## src/rtl/mul_rr_arbiter_pkg.sv

```systemverilog
// Shared widths, operand/product types and the carry-save helper used by the
// multiplier tree.
package mul_arb_pkg;

    localparam int OPND_W = 8;
    localparam int PROD_W = 16;
    localparam int CNT_W  = 16;

    typedef logic [OPND_W-1:0] operand_t;
    typedef logic [PROD_W-1:0] product_t;

    typedef struct packed {
        product_t sum;
        product_t carry;
    } csa_t;

    // 3:2 compressor across a whole row; carries beyond PROD_W-1 cannot occur
    // for an 8x8 product, so dropping them is exact.
    function automatic csa_t csa(input product_t x, input product_t y, input product_t z);
        csa_t r;
        r.sum   = x ^ y ^ z;
        r.carry = ((x & y) | (x & z) | (y & z)) << 1;
        return r;
    endfunction

endpackage

```

## src/rtl/mul_rr_arbiter_wallace.sv

```systemverilog
// Unsigned 8x8 Wallace-tree multiplier: partial products reduced 8->6->4->3->2
// rows with carry-save adders, then one carry-propagate add.
module mul_rr_arbiter_wallace
    import mul_arb_pkg::*;
(
    input  operand_t i_a,
    input  operand_t i_b,
    output product_t o_prod
);

    product_t w_pp [OPND_W];
    csa_t     w_l1a, w_l1b, w_l2a, w_l2b, w_l3, w_l4;

    always_comb begin
        for (int i = 0; i < OPND_W; i++) begin
            w_pp[i] = PROD_W'(i_b[i] ? i_a : operand_t'(0)) << i;
        end
    end

    assign w_l1a  = csa(w_pp[0], w_pp[1], w_pp[2]);
    assign w_l1b  = csa(w_pp[3], w_pp[4], w_pp[5]);
    assign w_l2a  = csa(w_l1a.sum, w_l1a.carry, w_l1b.sum);
    assign w_l2b  = csa(w_l1b.carry, w_pp[6], w_pp[7]);
    assign w_l3   = csa(w_l2a.sum, w_l2a.carry, w_l2b.sum);
    assign w_l4   = csa(w_l3.sum, w_l3.carry, w_l2b.carry);
    assign o_prod = w_l4.sum + w_l4.carry;

endmodule

```

## src/rtl/mul_rr_arbiter.sv

```systemverilog
// Round-robin arbiter sharing one pipelined 8x8 multiplier among NUM_REQ
// requesters: S1 holds granted operands, S2 holds the product and response.
module mul_rr_arbiter
    import mul_arb_pkg::*;
#(
    parameter int NUM_REQ = 4,
    parameter int ID_W    = $clog2(NUM_REQ)
) (
    input  logic                      clk,
    input  logic                      rst,
    input  logic [NUM_REQ-1:0]        req_valid,
    input  logic [NUM_REQ*OPND_W-1:0] req_a,
    input  logic [NUM_REQ*OPND_W-1:0] req_b,
    output logic [NUM_REQ-1:0]        req_ready,
    output logic                      rsp_valid,
    input  logic                      rsp_ready,
    output logic [PROD_W-1:0]         rsp_result,
    output logic [ID_W-1:0]           rsp_id,
    output logic                      busy,
    output logic [CNT_W-1:0]          op_count
);

    localparam logic [ID_W:0] NUM_REQ_X = (ID_W+1)'(NUM_REQ);

    logic [ID_W-1:0]  r_ptr;
    logic             r_s1_valid;
    operand_t         r_s1_a;
    operand_t         r_s1_b;
    logic [ID_W-1:0]  r_s1_id;
    logic             r_s2_valid;
    product_t         r_prod;
    logic [ID_W-1:0]  r_s2_id;
    logic [CNT_W-1:0] r_op_count;

    logic             w_found;
    logic [ID_W-1:0]  w_win;
    logic             w_s1_adv;
    logic             w_s2_adv;
    logic             w_req_hs;
    operand_t         w_sel_a;
    operand_t         w_sel_b;
    product_t         w_prod;

    // Scan offsets high-to-low so the nearest valid requester above ptr is the
    // one left standing.
    always_comb begin : arbitrate
        logic [ID_W:0] idx;
        idx     = '0;
        w_found = 1'b0;
        w_win   = '0;
        for (int k = NUM_REQ - 1; k >= 0; k--) begin
            idx = {1'b0, r_ptr} + (ID_W+1)'(k);
            if (idx >= NUM_REQ_X) begin
                idx = idx - NUM_REQ_X;
            end
            if (req_valid[idx[ID_W-1:0]]) begin
                w_found = 1'b1;
                w_win   = idx[ID_W-1:0];
            end
        end
    end

    always_comb begin
        w_sel_a = '0;
        w_sel_b = '0;
        for (int i = 0; i < NUM_REQ; i++) begin
            if (w_win == ID_W'(i)) begin
                w_sel_a = req_a[i*OPND_W +: OPND_W];
                w_sel_b = req_b[i*OPND_W +: OPND_W];
            end
        end
    end

    assign w_s2_adv  = !r_s2_valid || rsp_ready;
    assign w_s1_adv  = !r_s1_valid || w_s2_adv;
    assign w_req_hs  = w_found && w_s1_adv && !rst;
    assign req_ready = w_req_hs ? (NUM_REQ'(1) << w_win) : '0;

    mul_rr_arbiter_wallace u_mul (
        .i_a    (r_s1_a),
        .i_b    (r_s1_b),
        .o_prod (w_prod)
    );

    always_ff @(posedge clk or posedge rst) begin
        if (rst) begin
            r_s1_valid <= 1'b0;
            r_s1_a     <= '0;
            r_s1_b     <= '0;
            r_s1_id    <= '0;
        end else if (w_s1_adv) begin
            r_s1_valid <= w_found;
            r_s1_a     <= w_sel_a;
            r_s1_b     <= w_sel_b;
            r_s1_id    <= w_win;
        end
    end

    always_ff @(posedge clk or posedge rst) begin
        if (rst) begin
            r_s2_valid <= 1'b0;
            r_prod     <= '0;
            r_s2_id    <= '0;
        end else if (w_s2_adv) begin
            r_s2_valid <= r_s1_valid;
            r_prod     <= w_prod;
            r_s2_id    <= r_s1_id;
        end
    end

    always_ff @(posedge clk or posedge rst) begin
        if (rst) begin
            r_ptr      <= '0;
            r_op_count <= '0;
        end else begin
            if (w_req_hs) begin
                r_ptr <= (w_win == ID_W'(NUM_REQ - 1)) ? '0 : w_win + 1'b1;
            end
            if (r_s2_valid && rsp_ready) begin
                r_op_count <= r_op_count + 1'b1;
            end
        end
    end

    assign rsp_valid  = r_s2_valid;
    assign rsp_result = r_prod;
    assign rsp_id     = r_s2_id;
    assign busy       = r_s1_valid || r_s2_valid;
    assign op_count   = r_op_count;

endmodule
```

## config.mk

```make
export PLATFORM = sky130hd
export DESIGN_NAME = mul_rr_arbiter
export DESIGN_NICKNAME = d
export VERILOG_FILES = /design/src/rtl/mul_rr_arbiter_pkg.sv /design/src/rtl/mul_rr_arbiter_wallace.sv /design/src/rtl/mul_rr_arbiter.sv
export SDC_FILE = /design/constraint.sdc
export NUM_CORES = 1
export LEC_CHECK = 0
export ABC_AREA = 1
export CAP_MARGIN = 20
export CORE_MARGIN = 5
export CORE_UTILIZATION = 55
export CTS_CLUSTER_SIZE = 16
export DETAILED_ROUTE_END_ITERATION = 10
export PLACE_DENSITY = 0.86
export SYNTH_ARGS = -nofsm -noshare
export SYNTH_HDL_FRONTEND = slang
export SYNTH_SLANG_ARGS = --single-unit
```

## constraint.sdc

```tcl
create_clock -name clk -period 5.75 [get_ports clk]
set_clock_uncertainty 0.05 [all_clocks]
set_input_delay 1.15 -clock clk [delete_from_list [all_inputs] [get_ports clk]]
set_output_delay 1.15 -clock clk [all_outputs]
set_load 0.05 [all_outputs]
```

==> flow_summary.ini, run 1 <==
[critical_path]
crit_top_cell = nand2_1
cp_slowest_stage_delay_ns = 0.82
worstSetupPathType = in2out
start_kind = input pin
end_kind = primary output
crit_family = buffers and inverters
cp_data_arrival_time_ns = 4.03
critical_path_required_ns = 4.55
path_max_fanout = 18
crit_buf_inv = 5
crit_path_cell_trace = clkdlybuf4s50_1, inv_1, nand2_1, nand2_1, o21ai_1, inv_2, nand2_1, nand2_1, nand2_2, ha_1, inv_1, nor2_1, clkdlybuf4s50_1
crit_path_start = req_valid[3]
cp_slowest_cell = clkdlybuf4s50_1
reg2reg_from = r_s1_a[6]

[synthesis]
seq_area_frac_synth_pct = 27.5
ys_async_sr_fraction_pct = 100
synth_largest_area_cell = dfrtp_1
mean_cell_area_of_the_mapped_netlist_um2 = 7.45
syn_inst = 683
ys.warnings.count = 0
netlist.area_leader.share_pct = 27.5
synth.ff_latch_count = 56
post_synth_main_area_contributors = dfrtp_1, nand2_1, fa_1
synth_cell_types = 34
top_ff_cell_synth = dfrtp_1
syn_area_um2 = 5090
synth_edf_count = 0
net_count_after_synthesis = 823

[worst_hold_path]
kind_of_path_behind_the_tightest_hold_check = reg2reg
min_from = r_s1_id[1]

[floorplan]
placeableCoreArea_um2 = 9150
io_pins = 111
initial_utilization_pct = 55.6
core.rowCount = 35
die-width_um = 106
floorplan.die_area_um2 = 11300
fp.dieH_um = 106

[layout]
nets = 913
fillers = 745
register_area_um2 = 1400
areaGrowthSynthToFinish_pct = 24.0
drive_gt1_share_pct = 4.52
area_used_by_multi_input_combinational_logic_um2 = 3090
diodes = 0

[cts]
clkSlewWorstSetupHoldPaths_ns = 0.11
clockBufferDepth = 2
cts_made_buffers = 5
cts-hold-fix-buffers = 0
cts_resized = 0
clkLatencyLatePin_ns = 0.32
cts_tree = done
cts.sink_count = 56
cts-htree-levels = 2
root_buffer = clkbuf_8
post-cts-setup-buffer-count = 0

[placement]
globalplace.congestion = 0.887
portBuffers = 110
dp_hpwl_mm = 10.0

[sta]
crit_share_post_route_pct = 90.9
maxSlewHeadroom_pct = 53.6
final.min_clock_period_ns = 5.23
total_count_of_max_transition_violations_in_the_final_report = 0
setup_tns_ns = 0
setup_viol = 0
timing.fmax_mhz = 191
final_hold_viol_count = 0
worst_pin_slew_ns = 0.696
rsz_0062_raised_after_global_routing = false

[detailed_routing]
drt_wl_total_mm = 12.1
post_drt_wl_per_cell_um = 13.7
initial_detailed_routing_violation_count = 244
first_pass_iters = 5
drtAntennaViolNets = 0
detail_route.vias_per_cell = 5.19
post_detailed_route_drc_marker_count = 0
vias = 4591

[grt]
grt_usage_pct = 22.2
antenna_found_initial = 0
grt_start_max_net_pins = 58
via_count_of_the_first_global_routing_pass = 4668
grt_pass1_wl_mm = 20.9
grt.overflow.total = 0

[run]
drv_cap = 0

[status]
status = finished, final reports clean
cell usage in the layout, fill, tap and decap left out, drive strengths merged, types with 11 or more instances in the layout:
| master | count |
|---|---|
| a21oi | 24 |
| a31oi | 17 |
| clkdlybuf4s50 | 108 |
| dfrtp | 56 |
| fa | 39 |
| ha | 30 |
| inv | 116 |
| nand2 | 233 |
| nand3 | 26 |
| nor2 | 46 |
| o211ai | 16 |
| o21ai | 15 |
| xor2 | 11 |
area by class of cell:
cell class / instances / area share (%)
clock buffers: 5 / 1.09
clock inverters: 3 / 0.416
inverters: 117 / 6.96
multi-input cells: 477 / 49.0
flip-flops and latches: 56 / 22.2
well taps: 111 / 2.20
repair buffers: 116 / 18.1
cells by family (layout without fill, tap and decap cells):
family | after synthesis | in the layout | synth area share, %
adder cells (fa/ha/maj) | 69 | 69 | 22.7
AND/OR/NAND/NOR | 316 | 316 | 26.3
buffers and inverters | 150 | 241 | 11.7
flip-flops | 56 | 56 | 27.5
AO/OA/AOI/OAI | 74 | 74 | 8.58
XOR/XNOR | 18 | 18 | 3.24
worst paths after layout:
check	end	slack [ns]	depth (start not counted)
worst min-delay path	rsp_id[1]	0.44	2
worst max-delay path	req_ready[1]	0.52	13
worst min register to register	rsp_id[1]	0.44	2
worst max register to register	rsp_result[14]	1.65	15
max in group asynchronous	r_s1_a[5]	3.86	3
min in group asynchronous	r_s1_id[1]	1.31	3
flip-flops by register name (all words and copies together) (netlist names):
signal / flops
op_count: 16
r_ptr: 2
r_s1_a: 8
r_s1_b: 8
r_s1_id: 2
r_s1_valid: 1
rsp_id: 2
rsp_result: 16
rsp_valid: 1
cell usage after synthesis (2+ instances only):
| cell type | number |
|---|---|
| xnor2_1 | 6 |
| nand2_2 | 4 |
| o211ai_1 | 16 |
| a21oi_1 | 24 |
| nor2_4 | 4 |
| ha_1 | 30 |
| nor2_1 | 41 |
| nand4_1 | 4 |
| nand3_1 | 25 |
| fa_1 | 39 |
| clkinv_1 | 2 |
| nor3_2 | 2 |
| buf_2 | 7 |
| o21ai_1 | 3 |
| nor3_1 | 2 |
| o21ai_0 | 12 |
| nand2_1 | 228 |
| buf_4 | 4 |
| a31oi_1 | 17 |
| clkbuf_1 | 21 |
| xor2_1 | 11 |
| inv_1 | 114 |
| dfrtp_1 | 56 |
worst reg2reg max path, delay by kind of cell (launching register included):
family,cells,cell delay (ns)
DFF,1,0.52
and+or+nand+nor,5,0.51
AOI/OAI and AO/OA,2,0.46
adders and majority gates,5,2.35
buffers and inverters,3,0.16
through the flow:
step	setup slack [ns]	utilization [%]	instances	instance area [um^2]	hold slack, ns
2_1_floorplan	1.14	-	683	5090	0.392
3_3_place_gp	0.693	67.9	877	6210	0.407
3_5_place_dp	0.585	67.9	877	6210	0.417
4_1_cts	0.556	68.9	885	6310	0.446
5_1_grt	0.280	68.9	885	6310	0.460
6_report	0.520	68.9	885	6310	0.443
routing by layer:
| layer | global-route usage (%) | up-vias | routed length [um] |
|---|---|---|---|
| met2 | 38.1 | 161 | 5780 |
| li1 | - | 2269 | - |
| met4 | 6.57 | 0 | 218 |
| met5 | 0 | - | 0 |
| met1 | 28.5 | 2140 | 5340 |
| met3 | 4.01 | 21 | 770 |
Power of run 1 is left out: the tool's default activity adds up to more than one toggle a clock period on the data nets, which glitch-free logic cannot reach.
==> inputs of run 2 (changes only) <==
--- a/config.mk
+++ b/config.mk
@@ -9,6 +9,7 @@
 export CAP_MARGIN = 20
 export CORE_MARGIN = 5
 export CORE_UTILIZATION = 55
+export CTS_BUF_LIST = sky130_fd_sc_hd__clkbuf_8
 export CTS_CLUSTER_SIZE = 16
 export DETAILED_ROUTE_END_ITERATION = 10
 export PLACE_DENSITY = 0.86
==> results of run 2 <==
Final layout, timing and power as in run 1 (identical DEF).
Power of run 2 is left out for the same reason.
==> inputs of run 3 (changes only) <==
--- a/config.mk
+++ b/config.mk
@@ -7,6 +7,7 @@
 export LEC_CHECK = 0
 export ABC_AREA = 1
 export CAP_MARGIN = 20
+export CORE_ASPECT_RATIO = 2
 export CORE_MARGIN = 5
 export CORE_UTILIZATION = 55
 export CTS_BUF_LIST = sky130_fd_sc_hd__clkbuf_8
@@ -16,3 +17,4 @@
 export SYNTH_ARGS = -nofsm -noshare
 export SYNTH_HDL_FRONTEND = slang
 export SYNTH_SLANG_ARGS = --single-unit
+export TNS_END_PERCENT = 1
==> run 3 against run 2 <==
Compared with the run above:
- global-route usage is 0.62 points lower
- via count is 2.3% higher
- routed wire length is 0.26% higher
- non-clock buffer count is 1 lower
- highest routed layer unchanged
- maximum frequency is 0.46% lower
- die area is 1.0% higher
- worst setup slack worse by 0.024 ns
- critical endpoint unchanged
==> flow_summary.ini, run 3 (synthesized netlist as in run 1, its figures left out) <==
[detailed_routing]
first_pass_iters = 5
post_detailed_route_drc_marker_count = 0
drt_wl_total_mm = 12.1
drtAntennaViolNets = 0
detail_route.vias_per_cell = 5.37
post_drt_wl_per_cell_um = 13.9
initial_detailed_routing_violation_count = 263
vias = 4696

[grt]
grt_usage_pct = 21.5
grt_start_max_net_pins = 58
grtUsageMet2_pct = 43.4
grt_pass1_wl_mm = 20.7
antenna_found_initial = 0
grt.met1_usage_pct = 20.4
grt.overflow.total = 0
gr-usage-met3_pct = 4.38
grt_most_used_layer = met2
via_count_of_the_first_global_routing_pass = 4870

[critical_path]
cp_data_arrival_time_ns = 4.05
critical_path_required_ns = 4.55
path_max_fanout = 18
reg2reg_from = r_s1_b[3]
worstSetupPathType = in2out
end_kind = primary output
worst_r2r_path_depth = 14
reg2reg_slack_ns = 1.57
start_kind = input pin
reg2reg_to = rsp_result[14]

[cts]
cts_tree = done
cts-hold-fix-buffers = 0
cts-htree-levels = 2
cts_resized = 0
clkLatencyLatePin_ns = 0.32
root_buffer = clkbuf_8
cts.sink_count = 56
clockBufferDepth = 2
post-cts-setup-buffer-count = 0
cts_made_buffers = 5
clkSlewWorstSetupHoldPaths_ns = 0.09

[layout]
register_area_um2 = 1400
finish.instance_area_um2 = 6290
fillers = 734
drive_gt1_share_pct = 4.40
areaGrowthSynthToFinish_pct = 23.5
area_used_by_multi_input_combinational_logic_um2 = 3090
most-common-layout-cells = nand2_1, inv_1, clkdlybuf4s50_1
layout_commonest_cell = nand2_1
diodes = 0
nets = 912

[worst_hold_path]
min_from = r_s1_id[1]
kind_of_path_behind_the_tightest_hold_check = reg2reg
holdPathEnd = rsp_id[1]
worstHoldPathCells = 2

[sta]
final_hold_viol_count = 0
crit_share_post_route_pct = 91.4
setup_tns_ns = 0
final.min_clock_period_ns = 5.25
timing.fmax_mhz = 190
maxSlewHeadroom_pct = 54.1
total_count_of_max_transition_violations_in_the_final_report = 0
worst_pin_slew_ns = 0.689
setup_viol = 0
rsz_0062_raised_after_global_routing = false

[run]
drv_cap = 0

[placement]
globalplace.congestion = 0.919
dpl-instance-area_um2 = 6200
portBuffers = 110
dp_hpwl_mm = 10.2

[floorplan]
fp.dieH_um = 146
initial_utilization_pct = 56.5
io_pins = 111
placeableCoreArea_um2 = 9010
die-width_um = 78.0
core.rowCount = 49
floorplan.die_area_um2 = 11400

[status]
status = finished, final reports clean
[run 3: cell types whose count changed in the layout (fill, tap and decap cells not counted), sizes merged]
cell      change
clkinvlp      -1
buf           -1
clkinv        +1
[run 3: how the worst max path moves through the flow]
stage / to / slack, ns / start
3_5_place_dp: req_ready[1] / 0.56 / req_valid[2]
6_report: req_ready[1] / 0.50 / req_valid[2]
5_1_grt: req_ready[1] / 0.25 / req_valid[2]
4_1_cts: req_ready[1] / 0.54 / req_valid[2]
3_3_place_gp: req_ready[1] / 0.72 / req_valid[3]
2_1_floorplan: req_ready[0] / 1.14 / rst
[run 3: worst max-delay path: stages]
cell and delay [ns]:
clkdlybuf4s50_1 0.51, inv_1 0.08, nand2_1 0.09, nand2_1 0.10
o21ai_1 0.17, inv_2 0.07, nand2_1 0.09, nand2_1 0.06
nand2_2 0.11, ha_1 0.60, inv_1 0.09, nor2_1 0.12
clkdlybuf4s50_1 0.81
[run 3: metal layers]
| metal | vias to the layer above | routed length (um) |
|---|---|---|
| met1 | 2195 | 4000 |
| met5 | - | 0 |
| met2 | 189 | 6960 |
| met4 | 0 | 371 |
| li1 | 2270 | - |
| met3 | 42 | 812 |
[run 3: through the flow]
step	hold WS, ns	util, %	instances	setup WS (ns)
6_report	0.437	69.7	875	0.496
5_1_grt	0.465	69.7	875	0.246
4_1_cts	0.446	69.7	875	0.537
3_5_place_dp	0.421	68.7	867	0.556
3_3_place_gp	0.413	68.7	867	0.724
2_1_floorplan	0.392	-	683	1.14
[run 3: layout make-up]
type / instances / share of cell area, %
Timing Repair Buffer: 115 / 18.0
Clock buffer: 5 / 1.09
Sequential cell: 56 / 22.3
Clock inverter: 3 / 0.338
Inverter: 117 / 6.99
Multi-Input combinational cell: 477 / 49.2
Tap cell: 102 / 2.03
Power of run 3 is left out for the same reason.
